[config.mk]
export PLATFORM = sky130hd
export DESIGN_NAME = conv_kernel_acc
export DESIGN_NICKNAME = d
export VERILOG_FILES = /design/src/rtl/conv_kernel_acc.sv
export SDC_FILE = /design/constraint.sdc
export NUM_CORES = 2
export LEC_CHECK = 0
export ABC_CLOCK_PERIOD_IN_PS = 7800
export CAP_MARGIN = 20
export CORE_MARGIN = 2
export CORE_UTILIZATION = 55
export CTS_BUF_LIST = sky130_fd_sc_hd__clkbuf_4 sky130_fd_sc_hd__clkbuf_8
export DETAILED_ROUTE_END_ITERATION = 8
export PLACE_DENSITY = 0.7
export SLEW_MARGIN = 20
export SYNTH_ARGS = -nofsm -noshare
export SYNTH_HDL_FRONTEND = slang
export SYNTH_SLANG_ARGS = --single-unit
[constraint.sdc]
create_clock -name clk -period 7.8 [get_ports clk]
set_input_delay 2.34 -clock clk [delete_from_list [all_inputs] [get_ports clk]]
set_output_delay 2.34 -clock clk [all_outputs]
set_load 0.01 [all_outputs]
[src/rtl/conv_kernel_acc.sv]
// conv_kernel_acc
//   Pipelined KxK convolution kernel with channel accumulation.
//   Stage 0 captures an accepted window. S1 forms the K*K lane products,
//   S2 reduces them through an adder tree, and S3 accumulates the window
//   sums over cfg_nch channels. It then presents one result per output.
//   A single global stall, taken while a result waits to be consumed,
//   freezes every register in the pipeline.
//
// Ports
//   clk, rst     rising-edge clock, synchronous active-high reset
//   in_valid     window valid
//   in_ready     window accepted this cycle (= !stall, combinational)
//   ifmap        K*K lanes of DATA_W, lane 0 in the MSBs
//   filter       K*K weights, same packing as ifmap
//   signed_mode  1 = two's-complement operands, sampled with the window
//   cfg_nch      channels per output (0 behaves as 1), latched at the
//                first channel of each output
//   out_valid    out_psum holds a completed result
//   out_ready    downstream consumes the result
//   out_psum     accumulated result, ACC_W bits, wraps modulo 2^ACC_W
module conv_kernel_acc #(
  parameter int K      = 3,
  parameter int DATA_W = 8,
  parameter int ACC_W  = 32,
  parameter int CH_W   = 8
) (
  input  logic                    clk,
  input  logic                    rst,
  input  logic                    in_valid,
  output logic                    in_ready,
  input  logic [K*K*DATA_W-1:0]   ifmap,
  input  logic [K*K*DATA_W-1:0]   filter,
  input  logic                    signed_mode,
  input  logic [CH_W-1:0]         cfg_nch,
  output logic                    out_valid,
  input  logic                    out_ready,
  output logic [ACC_W-1:0]        out_psum
);

  localparam int N  = K * K;
  localparam int PW = 2 * DATA_W;
  localparam int SW = PW + $clog2(N);

  logic stall;

  // stage 0: captured window
  logic                  v0;
  logic                  mode0;
  logic [N*DATA_W-1:0]   ifmap_q;
  logic [N*DATA_W-1:0]   filter_q;

  // S1: products
  logic                  v1;
  logic                  mode1;
  logic [PW-1:0]         prod_q [N];
  logic [PW-1:0]         prod_d [N];
  logic [PW-1:0]         a_x    [N];
  logic [PW-1:0]         b_x    [N];

  // S2: reduced sum
  logic                  v2;
  logic                  mode2;
  logic [SW-1:0]         sum_q;
  logic [SW-1:0]         sum_d;

  // S3: accumulation
  logic [ACC_W-1:0]      acc;
  logic [ACC_W-1:0]      acc_d;
  logic [ACC_W-1:0]      sum_ext;
  logic [CH_W-1:0]       ch_cnt;
  logic [CH_W-1:0]       nch_q;
  logic [CH_W-1:0]       nch_eff;
  logic [CH_W-1:0]       nch_use;
  logic                  first_ch;
  logic                  last_ch;

  assign stall    = out_valid && !out_ready;
  assign in_ready = !stall;

  // Operands are extended to the full product width. The low PW bits of
  // the product are then exact for both signed and unsigned operands.
  always_comb begin
    for (int i = 0; i < N; i++) begin
      a_x[i] = {{DATA_W{mode0 & ifmap_q[(N-1-i)*DATA_W + DATA_W-1]}},
                ifmap_q[(N-1-i)*DATA_W +: DATA_W]};
      b_x[i] = {{DATA_W{mode0 & filter_q[(N-1-i)*DATA_W + DATA_W-1]}},
                filter_q[(N-1-i)*DATA_W +: DATA_W]};
      prod_d[i] = a_x[i] * b_x[i];
    end
  end

  // The SW-bit sum cannot overflow, so modular addition gives the exact value.
  always_comb begin
    sum_d = '0;
    for (int i = 0; i < N; i++) begin
      sum_d = sum_d + {{(SW-PW){mode1 & prod_q[i][PW-1]}}, prod_q[i]};
    end
  end

  always_comb begin
    sum_ext  = {{(ACC_W-SW){mode2 & sum_q[SW-1]}}, sum_q};
    nch_eff  = (cfg_nch == '0) ? CH_W'(1) : cfg_nch;
    first_ch = (ch_cnt == '0);
    // The first channel compares against the count it is latching.
    nch_use  = first_ch ? nch_eff : nch_q;
    last_ch  = (ch_cnt == nch_use - CH_W'(1));
    acc_d    = first_ch ? sum_ext : acc + sum_ext;
  end

  always_ff @(posedge clk) begin
    if (rst) begin
      v0        <= 1'b0;
      mode0     <= 1'b0;
      ifmap_q   <= '0;
      filter_q  <= '0;
      v1        <= 1'b0;
      mode1     <= 1'b0;
      for (int i = 0; i < N; i++) prod_q[i] <= '0;
      v2        <= 1'b0;
      mode2     <= 1'b0;
      sum_q     <= '0;
      acc       <= '0;
      ch_cnt    <= '0;
      nch_q     <= CH_W'(1);
      out_valid <= 1'b0;
      out_psum  <= '0;
    end else if (!stall) begin
      // in_ready is 1 here, so in_valid alone means acceptance
      v0 <= in_valid;
      if (in_valid) begin
        ifmap_q  <= ifmap;
        filter_q <= filter;
        mode0    <= signed_mode;
      end

      v1 <= v0;
      if (v0) begin
        for (int i = 0; i < N; i++) prod_q[i] <= prod_d[i];
        mode1 <= mode0;
      end

      v2 <= v1;
      if (v1) begin
        sum_q <= sum_d;
        mode2 <= mode1;
      end

      // Without a stall, any pending result is being consumed now.
      // out_valid therefore follows only a completion in this cycle.
      out_valid <= v2 && last_ch;
      if (v2) begin
        acc <= acc_d;
        if (first_ch) nch_q <= nch_eff;
        if (last_ch) begin
          out_psum <= acc_d;
          ch_cnt   <= '0;
        end else begin
          ch_cnt <= ch_cnt + CH_W'(1);
        end
      end
    end
  end

endmodule

==> implementation parameters <==
Parameter                              Value

Run status
  Status ... finished, final reports clean

GRT
  Number of antenna violations at the first check in global routing ... 3
  Wire length of the first global-routing pass ... 165000 um
  GR Overflow Total ... 0
  Largest net degree at the start of global routing ... 164
  Total routing resource utilization after global routing ... 24.8%
  Via count of the first global-routing pass ... 32797

Clock network
  TritonCTS clock tree ... yes
  Max H-tree Level ... 3
  Num CTS Buffers ... 74
  Worst-path clk slew ... 0.06 ns
  Hold-fix buffers, CTS ... 0
  Clk sink count ... 395
  Root buf cell ... clkbuf_8
  Worst-skew pair later-pin latency ... 0.69 ns
  Clk buf depth ... 3
  Number of gates resized after CTS ... 0
  Post-CTS Setup Bufs ... 0

Pwr
  Pwr dens ... 149 nW/um^2
  Leakage ... 23.3 nW
  IR Drop Worst-Case VDD ... 0.166 mV

Route
  Number of nets with antenna violations after detailed routing ... 0
  Number of remaining DRC errors ... 0
  Detailed-router iteration count before antenna repair ... 7
  Routed wire per std cell ... 16.3 um
  Routed Wire Length ... 97100 um
  Vias ... 31028
  Detail Route met3 WL ... 4140 um
  Drt initial violations ... 1595
  Met1 routed wirelength after detailed routing ... 42000 um
  Post-detailed-route via-to-cell ratio ... 5.21
  Met2 WL post-DR ... 48600 um
  Uppermost signal routing layer after detailed routing ... met5

Cells and area
  Proportion of layout cells with a drive suffix above 1 ... 3.63%
  Number of filler instances in the final layout ... 6939
  Post-Layout Inst Area ... 48000 um^2
  Most common cell after layout, fill and taps aside ... inv_1
  Area growth syn-to-layout ... 9.55%
  Commonest cells after routing, fill and taps aside ... inv_1 (868), nand2_1 (712), fa_1 (689), and2_1 (367), ha_1 (351)
  Layout Nets ... 6049

Yosys
  Cells after synthesis ... 4792
  Post-Syn Area ... 43800 um^2
  Total of flip-flops plus latches after synthesis ... 395
  Yosys cell types ... 58
  Number of synthesized flops with an enable pin ... 144
  Share of synthesized area occupied by flip-flops and latches ... 21.3%
  Top flip-flop cell by instance count after synthesis ... dfxtp_1
  Synth Net Count ... 5989
  Post-Syn Area per Cell ... 9.14 um^2
  Number of warnings issued by yosys ... 0
  Async set-or-reset flop fraction in the synthesized netlist ... 0%

Floorplanning
  Num ports ... 191
  Overall die area ... 81900 um^2
  Vertical die dimension ... 286 um
  Die W ... 286 um
  Number of cell rows ... 103
  Starting Density ... 55.5%
  Placeable core region ... 78900 um^2

Worst setup path
  Crit Path Category ... in2out
  Arrival time of the worst setup path ... 3.91 ns
  Worst Setup End Kind ... output pin
  Maximum fanout along the worst path ... 9
  Data required time at the worst endpoint ... 5.46 ns
  Category of the worst setup path launch point ... primary input

STA
  Top achievable clock speed ... 0.160 GHz
  Final setup violation count ... 0
  Number of max-slew violations in the final report ... 0
  Fin Clk Skew ... 0.0480 ns
  Max_slew headroom ... 30.9%
  Actual transition at the worst max-transition pin ... 1.03 ns
  Final Critical Period ... 6.25 ns
  Final setup margin ... 1.55 ns
  Number of hold violations in the final report ... 0
  Unrepaired setup endpoints after global routing ... false
  Accumulated negative setup slack ... 0 ns
  Share of the clock period used by the worst path ... 80.1%

Placed design
  Placed standard-cell area ... 46400 um^2
  Half-perimeter wire length after placement ... 76900 um
  # port buffers ... 190
  Post-placement worst setup slack ... 1.54 ns
  Weighted congestion at the end of routability-driven global placement ... 0.878

Job
  Max-capacitance violation count ... 0

Min path
  Classification of the worst-slack hold path ... reg2reg
## worst max-delay path, stage by stage
cell             delay, ns
clkdlybuf4s50_1       0.40
nor2b_1               0.25
clkinv_1              0.33
clkdlybuf4s50_1       0.58
## metrics by stage
step	std cells	util, %	power, mW	hold WS (ns)
2_1_floorplan	4792	-	4.25	0.435
6_report	5960	60.8	7.14	0.459
4_1_cts	5957	60.8	7.20	0.458
5_1_grt	5959	60.8	7.64	0.501
3_3_place_gp	5826	58.8	4.91	0.449
3_5_place_dp	5826	58.8	4.94	0.450
## worst paths after layout
path / start / endpoint / slack [ns] / cells past startpoint
hold reg to reg: mode2 / mode2 / 0.46 / 2
hold / removal: mode2 / mode2 / 0.46 / 2
setup / recovery: out_ready / in_ready / 1.55 / 4
setup reg to reg: mode0 / prod_q[0][31] / 1.86 / 20
## flip-flops by register name (all words and copies together), names as in the netlist, 8 cells and up
signal and count:
prod_q 144, out_psum 32, sum_q 20, filter_q 72, nch_q 8, ifmap_q 72, acc 32, ch_cnt 8
## metal layers
metal | vias to the layer above | global-route usage [%]
met5 | - | 0
met3 | 159 | 3.17
met1 | 15382 | 32.5
met4 | 2 | 7.02
met2 | 646 | 43.3
li1 | 14839 | -
## final cells by class
| class | instances | area, um^2 | share of cell area [%] |
|---|---|---|---|
| timing repair buffer | 206 | 2060 | 4.30 |
| sequential | 395 | 9350 | 19.5 |
| tap | 1050 | 1310 | 2.74 |
| antenna | 3 | 7.51 | 0.0156 |
| inverter | 870 | 3270 | 6.81 |
| clock buffer | 110 | 1380 | 2.88 |
| multi-input combinational | 3305 | 30400 | 63.3 |
| clock inverter | 21 | 234 | 0.488 |
## cell usage after synthesis (4+ instances only)
library cell	instances	share of area [%]
a211oi_1	56	0.96
inv_1	868	7.4
nand3_1	18	0.21
o21bai_1	33	0.57
o21ai_0	59	0.67
buf_2	5	0.057
ha_1	351	10
clkbuf_1	209	1.8
mux2i_1	13	0.30
a31oi_1	16	0.23
nand2_1	713	6.1
nand2b_1	20	0.29
edfxtp_1	144	9.9
o211ai_1	6	0.10
a311oi_1	7	0.14
a21o_1	40	0.69
or2_2	19	0.27
xnor2_1	166	3.3
dfxtp_1	251	11
or3_1	6	0.086
nor3_1	28	0.32
and3_1	34	0.49
o21a_1	7	0.12
buf_1	6	0.051
and2_1	369	5.3
a21oi_1	284	3.2
nor2b_1	25	0.36
fa_1	689	31
o31ai_1	4	0.069
nand4_1	7	0.10
xor2_1	43	0.86
nor2_1	256	2.2
## report_power, final
part | total, mW | leakage, nW | switching [mW] | internal (mW)
sequential | 2.48 | 3.59 | 0.212 | 2.27
clock | 2.22 | 0.830 | 0.976 | 1.24
combinational | 2.44 | 18.9 | 1.40 | 1.04
total | 7.14 | 23.3 | 2.59 | 4.55
## kinds of logic after synthesis
family                     synth area share [%]
and+or+nand+nor                            16.0
buffers and inverters                      9.39
adders and majority gates                  41.5
AOI/OAI and AO/OA                          7.22
muxes                                     0.297
xor gates and xnor gates                   4.18
DFF                                        21.3
Note: power is estimated with default switching activity, not from simulation.
